**src/rtl/modulo_decodificador.sv**
```systemverilog
// Receive-side 4b code-word decoder: inverts the line code, pairs nibbles into
// bytes and delivers them through a one-entry valid/ready output register.
module modulo_decodificador #(
   parameter bit HI_FIRST = 1'b1,
   parameter int COUNT_W  = 8
) (
   input  logic               clk,
   input  logic               rst_n,
   input  logic               s0,
   input  logic               s1,
   input  logic               s2,
   input  logic               s3,
   input  logic               in_valid,
   output logic               in_ready,
   input  logic               sync,
   output logic [7:0]         out_data,
   output logic               out_valid,
   input  logic               out_ready,
   output logic [COUNT_W-1:0] byte_count
);

   // Handshakes: a word moves on an edge where valid & ready are both high;
   // in_ready never depends on in_valid, and out_valid never depends on out_ready.
   typedef enum logic {S_FIRST, S_SECOND} state_t;

   state_t     state, state_nxt;
   logic [3:0] code, nib, pending, pending_nxt;
   logic       accept, deliver, load;

   assign code    = {s3, s2, s1, s0};
   assign accept  = in_valid & in_ready;
   assign deliver = out_valid & out_ready;

   always_comb begin
      nib = 4'h0;
      case (code)
         4'h0: nib = 4'h3;
         4'h1: nib = 4'hD;
         4'h2: nib = 4'h6;
         4'h3: nib = 4'h1;
         4'h4: nib = 4'hB;
         4'h5: nib = 4'hF;
         4'h6: nib = 4'hE;
         4'h7: nib = 4'hC;
         4'h8: nib = 4'h4;
         4'h9: nib = 4'h2;
         4'hA: nib = 4'h0;
         4'hB: nib = 4'hA;
         4'hC: nib = 4'h9;
         4'hD: nib = 4'h7;
         4'hE: nib = 4'h8;
         4'hF: nib = 4'h5;
         default: nib = 4'h0;
      endcase
   end

   // Only the second nibble needs room in the output register.
   assign in_ready = (state == S_FIRST) ? 1'b1 : (!out_valid | out_ready);

   always_comb begin
      state_nxt   = state;
      pending_nxt = pending;
      load        = 1'b0;
      if (accept) begin
         // sync on an accepting cycle restarts the pair with this word.
         if ((state == S_SECOND) && !sync) begin
            load      = 1'b1;
            state_nxt = S_FIRST;
         end else begin
            pending_nxt = nib;
            state_nxt   = S_SECOND;
         end
      end else if (sync) begin
         state_nxt = S_FIRST;
      end
   end

   always_ff @(posedge clk or negedge rst_n) begin
      if (!rst_n) begin
         state   <= S_FIRST;
         pending <= 4'h0;
      end else begin
         state   <= state_nxt;
         pending <= pending_nxt;
      end
   end

   always_ff @(posedge clk or negedge rst_n) begin
      if (!rst_n) begin
         out_data   <= 8'h00;
         out_valid  <= 1'b0;
         byte_count <= '0;
      end else begin
         if (load) begin
            out_data <= HI_FIRST ? {pending, nib} : {nib, pending};
         end
         out_valid <= load | (out_valid & !out_ready);
         if (deliver) begin
            byte_count <= byte_count + COUNT_W'(1);
         end
      end
   end

endmodule

```
**config.mk**
```make
export PLATFORM = sky130hd
export DESIGN_NAME = modulo_decodificador
export DESIGN_NICKNAME = d
export VERILOG_FILES = /design/src/rtl/modulo_decodificador.sv
export SDC_FILE = /design/constraint.sdc
export NUM_CORES = 1
export LEC_CHECK = 0
export BUFFER_PORTS_ARGS = -buffer_cell sky130_fd_sc_hd__buf_2
export CAP_MARGIN = 20
export CORE_MARGIN = 2
export CORE_UTILIZATION = 40
export CTS_CLUSTER_SIZE = 14
export DETAILED_ROUTE_END_ITERATION = 10
export PLACE_DENSITY = 0.61
export SETUP_SLACK_MARGIN = 0.02
export SLEW_MARGIN = 10
export SYNTH_ARGS = -nofsm -noshare
export SYNTH_HDL_FRONTEND = slang
export SYNTH_SLANG_ARGS = --single-unit
export TNS_END_PERCENT = 10
```
**constraint.sdc**
```tcl
create_clock -name clk -period 1.6 [get_ports clk]
set_clock_uncertainty 0.05 [all_clocks]
set_input_delay 0.32 -clock clk [delete_from_list [all_inputs] [get_ports clk]]
set_output_delay 0.32 -clock clk [all_outputs]
set_load 0.005 [all_outputs]
```
### After elaboration in Yosys (flattened, before gate mapping)

Memory sizes are Yosys's and may differ from the RTL's.
Index checks and enable logic that the tools add are counted.

* add/subtract/negate cells: 1
* mux-type cells: 6
* bitwise logic cells: 6
* reductions and logical operators: 6

Operators by type and width (number)
* adder 8 x 1 -> 8 bit, second input constant: 1
* two-way mux 1 bit: 6
* bitwise AND 1 bit: 3
* logical NOT 1 bit: 3
* bitwise OR 1 bit: 2
* AND reduction 2 bit: 1
* nonzero test 2 bit: 1
* logical AND 1 bit: 1
* inverter 1 bit: 1

* register bits: 22
* memory bits (read-only): 64
* output and inout bits: 18
* logic and storage cells: 25
* memories: 1

Memories
* (no name shown): depth 16, bits a word 4, rd ports 1, clocked after memory_dff 0, wr ports 0, RTL line 36 `case (code)`

### Longest topological paths before layout

Gate-level depths: netlist of the first run.

* word-level depth: 6
* depth in mapped cells: 6
* depth with buffers taken out: 6

### Least setup slack after synthesis of the first run

OpenSTA, ideal clock, no wires.

* path type: input to register
* from: input s0
* to: register out_data[2]
* setup time: 0.125 ns
* data arrival time: 1.408 ns
* data required time: 1.425 ns
* path slack: 0.018 ns
* stages on the path: 4
* cell sequence: inv_1 -> ha_1 -> mux4_1 -> mux2_2

* cells in the longest elaborated chain, start to end: 1

Ends and longest elaborated chain
* from (decl): RTL line 9 `input logic s0,`
* memory (16 x 4 bit)
* to (signal assigned): RTL line 95 `out_data <= HI_FIRST ? {pending, nib} : {nib, pending};`
* to (decl): RTL line 16 `output logic [7:0] out_data,`

No other way between the ends.
A chain may end at the register's enable or synchronous reset.

### Final worst setup path of the first run

* from: register out_valid
* to: output in_ready

* cells in the longest elaborated chain, start to end: 3

Ends and longest elaborated chain
* from (decl): RTL line 17 `output logic out_valid,`
* from (signal assigned): RTL line 97 `out_valid <= load | (out_valid & !out_ready);`
* logical NOT 1 bit: RTL line 58 `assign in_ready = (state == S_FIRST) ? 1'b1 : (!out_valid | out_ready);`
* bitwise OR 1 bit: RTL line 58
* two-way mux 1 bit: RTL line 58
* to (decl): RTL line 14 `output logic in_ready,`

No other way between the ends.

==> results of run 1 <==
-- metrics by stage --
stage	utilization (%)	power (mW)	TNS [ns]	instance area, um^2
floorplan	-	1.065	0	1090
global placement	50.25	1.263	-0.3130	1279
detailed placement	50.25	1.294	-0.6217	1279
CTS	52.06	1.604	0	1325
global route	52.06	1.691	0	1325
finish	52.06	1.568	0	1325
-- layout by cell type (no fill, tap or decap), types with 2 or more instances in the layout --
cell,Yosys,routed
ha_1,8,8
nand2_1,12,12
a21oi_1,2,2
nor2_1,3,3
dfrtp_1,22,22
inv_1,4,4
nor2b_1,2,2
xor2_1,3,3
xnor2_1,5,5
clkbuf_4,0,3
buf_4,0,5
o21ai_0,4,4
mux2_2,13,13
buf_2,1,26
-- how the worst max path moves through the flow --
| stage | startpoint | end | slack [ns] | cells after the start |
|---|---|---|---|---|
| floorplan | s0 | out_data[2] | 0.06 | 4 |
| global placement | s0 | out_data[2] | -0.08 | 5 |
| detailed placement | s0 | out_data[2] | -0.11 | 5 |
| CTS | out_valid | in_ready | 0.09 | 3 |
| global route | out_valid | in_ready | 0.04 | 3 |
| finish | out_valid | in_ready | 0.11 | 3 |
-- state kept, by name, indices dropped and copies added, names as in the netlist --
register	cells
out_data	8
state	1
out_valid	1
byte_count	8
pending	4
-- cell families after synthesis --
| logic type | after synthesis | share of synthesized area [%] |
|---|---|---|
| and+or+nand+nor | 24 | 10.64 |
| DFF | 22 | 50.34 |
| muxes | 14 | 15.79 |
| AOI/OAI and AO/OA | 9 | 4.806 |
| xor gates and xnor gates | 8 | 6.408 |
| adders and majority gates | 8 | 9.154 |
| buffers and inverters | 6 | 2.859 |
-- metal layers --
layer	track usage, %	part of all wire (%)
met3	2.074	4.0
met4	8.163	1.5
met2	23.87	53
met5	0	0
met1	14.71	41
-- power breakdown --
| part | switching, mW | internal (mW) | total (mW) |
|---|---|---|---|
| Combinational | 0.177 | 0.261 | 0.438 |
| Sequential | 0.113 | 0.717 | 0.830 |
| Clock | 0.161 | 0.139 | 0.300 |
-- cells in the mapped netlist --
master / number
a31oi_1: 1
nand4_1: 1
a211oi_1: 1
nor2b_1: 2
buf_6: 1
or3_1: 1
a21oi_1: 2
nand2_1: 12
nor3_1: 1
nand4_2: 1
nand2b_1: 1
mux4_1: 1
nand3_1: 1
a22o_1: 1
xor2_1: 3
dfrtp_1: 22
buf_2: 1
mux2_2: 13
inv_1: 4
o21ai_0: 4
nor2_1: 3
xnor2_1: 5
and3_1: 1
ha_1: 8
-- cell type report --
| cell class | count | area, um^2 |
|---|---|---|
| fillers | 235 | 1220 |
| well taps | 30 | 37.54 |
| multi-input cells | 63 | 508.0 |
| inverters | 4 | 15.01 |
| repair buffers | 32 | 177.7 |
| clock buffers | 4 | 36.28 |
| flip-flops and latches | 22 | 550.5 |
-- critical path, cell delays in order (launching register included) --
cell	delay, ns
dfrtp_1	0.41
nor2b_1	0.19
nand2_1	0.08
buf_2	0.13
==> flow_summary.toml, run 1 <==
[clock_network]
cts-root-buf = "clkbuf_4"
clk_pin_slew_ns = 0.12
htreeDepth = 1
postCtsSetupRepairBufs = 0
cts_tree = "done"
clock-sinks = 22
clk_latency_ns = 0.30
cts.path.max_buffers = 2
numCtsBuffers = 3
hold_buffers = 1
cts_resized = 0

[final_layout]
area_delta_synth_final_pct = 21.17
fin_nets = 143
drive_gt1_share_pct = 40.00
final_cells = 155
num_antenna_cells = 0

[status]
status = "complete, no violations"

[setup_path]
crit_type = "reg2out"
rrSetupSlack_ns = 0.22
reg2reg_from = "out_valid"
start_kind = "flip-flop"
crit_required_ns = 1.23
worstReg2RegEnd = "pending[1]"
cp_max_fo = 5
cp-end-kind = "primary output"
r2r_cells = 4
arrival_ns = 1.12

[detailed_routing]
viasPerCell = 5.006
wirelength_mm = 1.834
wire_per_inst_um = 11.83
num_vias = 776
ant_nets = 0
drc = 0
firstDrtPassIters = 4
drt_iter0_drc = 11

[floorplan]
core_um2 = 2545
start_util_pct = 42.97
die_w_um = 56.29
die_area_um2 = 3168
io_pins = 27
dieHeight_um = 56.29
row_count = 18

[sta]
fin_crit_ns = 1.486
setup_viol = 0
fmax_ghz = 0.6729
worst_slack_ns = 0.1139
finalHoldViolCount = 0
period_share_pct = 92.88
tightest_slew_ns = 0.4736
fin_hold_ws_ns = 0.1422
slew_headroom_pct = 68.43
drv_slew = 0
rsz0062_at_grt = "no"

[yosys]
synth_area_leader_cell = "dfrtp_1"
synth_area_um2 = 1094
yosysSeqAreaShare_pct = 50.34
synth_nets = 108
synthCells = 91
ys_warn_count = 0
synth-seq-cells = 22
ys_types = 24
syn_area_per_cell_um2 = 12.02
synthTopCellsByArea = "dfrtp_1 (50%), mux2_2 (13%), ha_1 (9.2%)"
synth_top_area_share_pct = 50.34

[grt]
grt_util_all_layers_pct = 13.36
grt_pass1_wl_mm = 3.312
grt_pass1_vias = 772
grt_overflow = 0
antenna_found_initial = 0
grt_max_degree = 23

[flow_run]
cap_violations = 0

[min_path]
hold_end = "state"
holdPathStages = 2
hold_start = "sync"
worst_hold_path_type = "in2reg"

[power]
vdd_drop_max_mv = 0.6342
p_leak_nw = 0.6687
power_per_cell_area_nw_per_um2 = 1183

[place]
port_buffers = 26
dp_cells = 150
pre_cts_ws_ns = -0.1091
finalWeightedCongestion = 0.7656
dp_hpwl_mm = 1.470
Note: power is estimated with default switching activity, not from simulation.
==> run 2: changes to the inputs <==
==> constraint.sdc (replaced) <==
create_clock -name clk -period 1.6 [get_ports clk]
set_clock_uncertainty 0.05 [all_clocks]
set_input_delay 0.16 -clock clk [delete_from_list [all_inputs] [get_ports clk]]
set_output_delay 0.16 -clock clk [all_outputs]
set_load 0.005 [all_outputs]
==> flow_summary.toml, run 2 (synthesis gave the netlist of run 1 again) <==
[status]
status = "complete, no violations"

[power]
p_leak_nw = 0.6601
sequentialPowerShare_pct = 55.4
power.share.clock_pct = 15.9
vdd_drop_max_mv = 0.5959
p_int_mw = 1.063
combPwrFrac_pct = 28.7
power_per_cell_area_nw_per_um2 = 1148
switching_share_pct = 29.28
power.switching_uw = 440.3

[clock_network]
htreeDepth = 1
cts_resized = 0
cts.path.max_buffers = 2
postCtsSetupRepairBufs = 0
cts_tree = "done"
clk_pin_slew_ns = 0.11
numCtsBuffers = 3
clock-sinks = 22
clk_latency_ns = 0.30
cts-root-buf = "clkbuf_4"

[detailed_routing]
drc = 0
viasPerCell = 5.059
ant_nets = 0
wirelength_mm = 1.826
wire_per_inst_um = 11.93
firstDrtPassIters = 4
num_vias = 774
drt_iter0_drc = 14

[place]
port_buffers = 26
finalWeightedCongestion = 0.7641
pre_cts_ws_ns = 0.0003725
dp_cells = 148
dp_hpwl_mm = 1.453

[setup_path]
crit_required_ns = 1.75
r2r_cells = 3
cp_slowest_cell = "dlygate4sd3_1"
crit_type = "in2reg"
start_kind = "input port"
max_stage_delay_ns = 0.53
cp-end-kind = "flip-flop"
cp_max_fo = 10
path_depth = 5
cp_top_family = "buffers and inverters"
worstPathCellList = "dlygate4sd3_1, buf_2, inv_1, nand4_2, mux2_2"
path_buf_inv = 3
arrival_ns = 1.54

[grt]
grt_max_degree = 23
grt_pass1_vias = 764
grt_pass1_wl_mm = 3.243
antenna_found_initial = 0
grt_util_all_layers_pct = 13.01
grt_overflow = 0

[final_layout]
drive_gt1_share_pct = 37.40
num_antenna_cells = 0
area_delta_synth_final_pct = 19.79
final_common_cell = "buf_2"
nFillCells = 247
layout_common_cells = "buf_2 (26), dfrtp_1 (22), mux2_2 (13)"
top_regs = "byte_count: 8 flops, out_data: 8 flops, pending: 4 flops"
fin_nets = 142
final_cells = 153

[floorplan]
dieHeight_um = 56.29
die_area_um2 = 3168
core_um2 = 2545
start_util_pct = 42.97
io_pins = 27
row_count = 18
die_w_um = 56.29

[min_path]
worst_hold_path_type = "in2reg"
holdPathStages = 3

[sta]
slew_headroom_pct = 68.87
finalSetupTns_ns = 0
fin_hold_ws_ns = 0.07242
fin_crit_ns = 1.390
tightest_slew_ns = 0.4670
drv_slew = 0
finalHoldViolCount = 0
fmax_ghz = 0.7193
rsz0062_at_grt = "no"
setup_viol = 0
worst_slack_ns = 0.2098
period_share_pct = 86.89

[flow_run]
cap_violations = 0
## run 2: through the flow
| step | utilization (%) | power, mW | cell area, um^2 |
|---|---|---|---|
| final | 51.47 | 1.504 | 1310 |
| after global routing | 51.47 | 1.617 | 1310 |
| after CTS | 51.47 | 1.533 | 1310 |
| after detailed placement | 49.80 | 1.289 | 1267 |
| after global placement | 49.80 | 1.261 | 1267 |
| after floorplan | - | 1.065 | 1094 |
## run 2: path summary, 6_finish.rpt
check,from,to,slack [ns]
hold reg to reg,byte_count[7],byte_count[7],0.43
min in group asynchronous,rst_n,out_data[0],0.28
hold / removal,in_valid,state,0.07
setup reg to reg,out_valid,out_data[1],0.23
setup / recovery,sync,out_data[1],0.21
max in group asynchronous,rst_n,byte_count[1],0.90
## run 2: power groups by stage
stage | Sequential (mW) | Combinational (mW) | Clock [mW]
floorplan | 0.844 | 0.221 | 0
global placement | 0.836 | 0.425 | 0
global route | 0.859 | 0.490 | 0.269
finish | 0.833 | 0.432 | 0.239
CTS | 0.835 | 0.446 | 0.252
detailed placement | 0.849 | 0.440 | 0
## run 2: layer usage
layer	vias up	share of wire (%)	track usage, %
li1	372	-	-
met3	5	4.1	1.613
met1	379	42	16.15
met5	-	0	0
met4	0	3.3	9.184
met2	18	51	20.84
## run 2: layout make-up
class	instances	area, um^2	area share, %
repair buffers	31	172.7	13.18
well taps	30	37.54	2.865
inverters	4	15.01	1.146
clock buffers	3	22.52	1.719
flip-flops and latches	22	550.5	42.02
multi-input cells	63	511.7	39.06
## run 2: worst min-delay path, stage by stage
cell and delay, ns:
buf_2 0.12, nand2_1 0.06, a21oi_1 0.06
## run 2: timing repair
action	CTS	global route
hold buffers	2	0
setup endpoints to repair	0	0
hold endpoints to repair	23	0
